## src/rtl/updn_mod_counter.sv

```systemverilog
// updn_mod_counter: up/down counter with runtime lower/upper limits,
// wrap or saturate at the limits, synchronous load, clock enable,
// a registered terminal-count pulse and a saturating boundary-event counter.
module updn_mod_counter #(
   parameter int unsigned WIDTH     = 5,
   parameter int unsigned EVT_W     = 4,
   parameter int unsigned RESET_VAL = 0
) (
   input  logic             clk,
   input  logic             reset,
   input  logic             en,
   input  logic             mode,
   input  logic             sat,
   input  logic             load,
   input  logic [WIDTH-1:0] load_val,
   input  logic [WIDTH-1:0] lo,
   input  logic [WIDTH-1:0] hi,
   input  logic             evt_clr,
   output logic [WIDTH-1:0] q,
   output logic             tc,
   output logic [EVT_W-1:0] evt_cnt,
   output logic             at_lo,
   output logic             at_hi,
   output logic             cfg_err
);

   localparam logic [WIDTH-1:0] RST_Q   = RESET_VAL[WIDTH-1:0];
   localparam logic [EVT_W-1:0] EVT_MAX = '1;

   logic [WIDTH-1:0] load_clamped;
   logic [WIDTH-1:0] q_nxt;
   logic             evt;

   // Status flags are taken straight from the live count and limits.
   assign at_lo   = (q == lo);
   assign at_hi   = (q == hi);
   assign cfg_err = (lo > hi);

   // Clamp the load value into [lo,hi]; only meaningful when the limits are sane.
   always_comb begin
      load_clamped = load_val;
      if (load_val < lo) begin
         load_clamped = lo;
      end else if (load_val > hi) begin
         load_clamped = hi;
      end
   end

   // Next count and boundary-event detection; load beats the cfg_err hold, which beats en.
   always_comb begin
      q_nxt = q;
      evt   = 1'b0;
      if (load) begin
         q_nxt = cfg_err ? load_val : load_clamped;
      end else if (!cfg_err && en) begin
         if (!mode) begin
            // q >= hi also covers a count left above hi by a limit change
            if (q < hi) begin
               q_nxt = q + 1'b1;
            end else begin
               evt   = 1'b1;
               q_nxt = sat ? hi : lo;
            end
         end else begin
            if (q > lo) begin
               q_nxt = q - 1'b1;
            end else begin
               evt   = 1'b1;
               q_nxt = sat ? lo : hi;
            end
         end
      end
   end

   // Count register and terminal-count pulse.
   always_ff @(posedge clk or negedge reset) begin
      if (!reset) begin
         q  <= RST_Q;
         tc <= 1'b0;
      end else begin
         q  <= q_nxt;
         tc <= evt;
      end
   end

   // Boundary-event counter: saturates at all-ones, clear wins over a coincident event.
   always_ff @(posedge clk or negedge reset) begin
      if (!reset) begin
         evt_cnt <= '0;
      end else if (evt_clr) begin
         evt_cnt <= '0;
      end else if (evt && (evt_cnt != EVT_MAX)) begin
         evt_cnt <= evt_cnt + 1'b1;
      end
   end

endmodule

```

## config.mk

```make
export PLATFORM = sky130hd
export DESIGN_NAME = updn_mod_counter
export DESIGN_NICKNAME = d
export VERILOG_FILES = /design/src/rtl/updn_mod_counter.sv
export SDC_FILE = /design/constraint.sdc
export NUM_CORES = 1
export LEC_CHECK = 0
export ABC_CLOCK_PERIOD_IN_PS = 5000
export CAP_MARGIN = 20
export CORE_UTILIZATION = 40
export CTS_BUF_LIST = sky130_fd_sc_hd__clkbuf_4
export CTS_CLUSTER_DIAMETER = 120
export CTS_CLUSTER_SIZE = 12
export DETAILED_ROUTE_END_ITERATION = 8
export PLACE_DENSITY = 0.66
export SYNTH_ARGS = -nofsm -noshare
export SYNTH_HDL_FRONTEND = slang
export SYNTH_SLANG_ARGS = --single-unit
export TNS_END_PERCENT = 10
```

## constraint.sdc

```tcl
create_clock -name clk -period 5 [get_ports clk]
set_clock_uncertainty 0.1 [all_clocks]
set_input_delay 1.5 -clock clk [delete_from_list [all_inputs] [get_ports clk]]
set_output_delay 1.5 -clock clk [all_outputs]
set_load 0.05 [all_outputs]
```

==> metrics.md <==
| Metric | Value |
|---|---|
| Initial antenna violation count | `0` |
| RSZ-0062 raised after global routing | `no` |
| Post-CTS Setup Bufs | `0` |
| Routed WL per cell | `around 15 µm` |
| Initial Util | `between 40 and 50%` |
| Placed Cells incl. Taps | `288` |
| Worst-path clk slew | `0.06 ns` |
| Die Y | `between 60 and 70 µm` |
| Critical path endpoint category | `output port` |
| CTS tree | `yes` |
| DR iter-0 viols | `between 100 and 150` |
| Share of cells above drive strength 1 | `7.82%` |
| GR Util met3 | `under 10%` |
| Most frequent cells in the layout | `31 x clkdlybuf4s50_1, 27 x ha_1, 19 x inv_1` |
| CP top delay family | `buffers and inverters` |
| Die area | `between 4000 and 5000 µm²` |
| Final-layout fill cell count | `380` |
| Die X | `around 65 µm` |
| Hold buffers post-CTS | `0` |
| CP arrival | `about 3.3 ns` |
| CTS Buf Count | `3` |
| Final Setup Violations | `0` |
| # rows | `22` |
| Synth top area cells | `ha_1 21%, dfrtp_1 16%, a21oi_1 5.1%` |
| Nets | `294` |
| Placer's final routability congestion estimate | `~0.9` |
| N_diodes | `0` |
| Fin Setup TNS | `0 ns` |
| GRT met2 Usage | `34.9%` |
| Worst EP required | `approximately 3.4 ns` |
| CTS Buffer Depth | `2` |
| Fin cells | `291` |
| Dominant synthesized flop cell | `dfrtp_1` |
| Via count | `roughly 1,700` |
| Cells after Synth | `between 200 and 250` |
| Aggregate global routing overflow | `0` |
| Post-DRT Antenna Nets | `0` |
| CORE AREA | `around 3700 µm²` |
| CTS resizes | `0` |
| Final hold slack | `0.483 ns` |
| Max_cap viols | `0` |
| Worst-path maximum fanout | `4` |
| Tot GR Track Use | `approximately 23%` |
| Root buffer cell | `clkbuf_4` |
| Worst Tran Pin Value | `about 0.63 ns` |
| Drt total wl | `around 4.5 mm` |
| H-tree levels | `1` |
| Static leakage | `0.000927 µW` |
| Worst-Skew Late Latency | `0.25 ns` |
| DRT Pass-1 Iters | `4` |
| Area growth syn-to-layout | `30.5%` |
| Commonest non-fill, non-tap cell in the layout | `clkdlybuf4s50_1` |
| Post-synth EDFFs | `0` |
| GR Util met1 | `roughly a third` |
| Cell taking the most area after synthesis | `ha_1` |
| Final Hold Fails | `0` |
| Buf+Inv Stages, Crit Path | `3` |
| HP Class | `flop to flop` |
| CP startpoint kind | `primary input` |
| PortBufs | `34` |
| Slowest stage delay, CP | `0.51 ns` |
| Post-Syn Area | `approximately 1600 µm²` |
| HPWL after DPL | `3.65 mm` |
| Yosys top cell area share | `a little over a fifth` |
| Max-slew violations | `0` |
| Fin crit share | `slightly below 100%` |
| Peak VDD IR | `around 160 µV` |
| Drt via density | `slightly below 6` |
| Critical path cell sequence | `clkdlybuf4s50_1, inv_1, ha_1, and4_4, a221o_1, a2bb2oi_2, buf_12` |
| Global route hottest layer | `met2` |
| FMAX | `0.206 GHz` |
| Yosys reg bits | `10` |
| Clk sinks | `10` |
| Fraction of registers with async set or reset after synthesis | `between 90% and 100%` |
| Residual DRC | `0` |
| Global-route wire length before repair | `approximately 7.5 mm` |
| Period minus WS final | `slightly below 5 ns` |
| Slowest CP cell | `clkdlybuf4s50_1` |
| Largest net degree at the start of global routing | `17` |
| IO Pins | `35` |
| Vias in the first global route | `1,558` |
| Sequential fraction of the synthesis area | `between 15 and 20%` |
| Worst Path Class, Setup | `primary input to output port` |
| Relative slew slack | `57.3%` |
| Netlist cell types | `between 40 and 50` |
| Total of warnings raised by yosys | `0` |
| Syn_nets | `roughly 250` |
| Avg Inst Size Synth | `7.72 µm²` |
| Status | `finished, final reports clean` |
| PwrDens | `around 230 nW/µm²` |
-- worst min-delay path: cells and delay by family (launching register included) --
| kind | cells | cell delay, ns |
|---|---|---|
| compound gates | 2 | 0.14 |
| flops | 1 | 0.41 |
-- synthesized netlist by cell type, types with 2 or more instances --
cell type	number
o211ai_1	6
a21oi_1	16
nand3_1	13
xor2_1	2
a21boi_0	2
nand2b_1	3
o21ai_0	13
o21a_1	5
nor2b_1	6
o31ai_1	2
mux2i_1	2
a211oi_1	2
o32ai_1	2
a311oi_1	4
nor3_1	5
clkbuf_1	6
nand2_1	13
o221ai_1	2
xnor2_1	4
ha_1	27
inv_1	19
or3_1	4
dfrtp_1	10
nor2_1	11
and3_1	5
-- cell type report --
type | count | area [µm²] | area share (%)
multi-input combinational | 170 | 1240 | 60.0
sequential | 10 | 250 | 12.1
inverter | 19 | 71.3 | 3.45
clock buffer | 3 | 22.5 | 1.09
tap | 48 | 60.1 | 2.91
timing repair buffer | 41 | 423 | 20.5
-- power breakdown --
group | total (µW) | switching, µW | internal [µW]
sequential | 116 | 25.3 | 90.7
clock | 49.7 | 22.2 | 27.5
combinational | 318 | 183 | 135
-- worst paths after layout --
| kind | startpoint | end | slack, ns | cells past startpoint |
|---|---|---|---|---|
| max | hi[4] | cfg_err | 0.14 | 7 |
| min | evt_cnt[3] | evt_cnt[3] | 0.48 | 2 |
| max reg2reg | q[3] | q[2] | 2.18 | 7 |
| min reg2reg | evt_cnt[3] | evt_cnt[3] | 0.48 | 2 |
| max in group asynchronous | reset | evt_cnt[1] | 3.06 | 1 |
| min in group asynchronous | reset | tc | 1.44 | 1 |
-- metal layers --
layer | wire length (µm) | up-vias
li1 | - | 851
met3 | 284 | 12
met4 | 135 | 0
met1 | 2090 | 782
met2 | 1950 | 59
met5 | 0 | -
-- per-stage QoR --
step	worst slack, ns	utilization [%]	total power, µW	area, µm²
finish	0.136	55.6	483	2070
global route	0.0148	55.6	527	2070
CTS	0.132	55.6	483	2070
detailed placement	0.149	55.0	431	2040
global placement	0.193	55.0	432	2040
floorplan	0.532	-	321	1580
-- kinds of logic (layout without fill, tap and decap cells) --
| family | count (synthesis) | after routing | synth area share [%] |
|---|---|---|---|
| AOI/OAI and AO/OA | 67 | 67 | 29.6 |
| and+or+nand+nor | 67 | 67 | 22.0 |
| adders and majority gates | 27 | 27 | 21.3 |
| buffers and inverters | 25 | 63 | 5.93 |
| DFF | 10 | 10 | 15.8 |
| xor gates and xnor gates | 6 | 6 | 3.32 |
| muxes | 3 | 3 | 1.98 |
-- sequential cells by signal, summed over array words and instances, names as in the netlist --
| register | cells |
|---|---|
| evt_cnt | 4 |
| q | 5 |
| tc | 1 |
(Power assumes the default switching activity.)
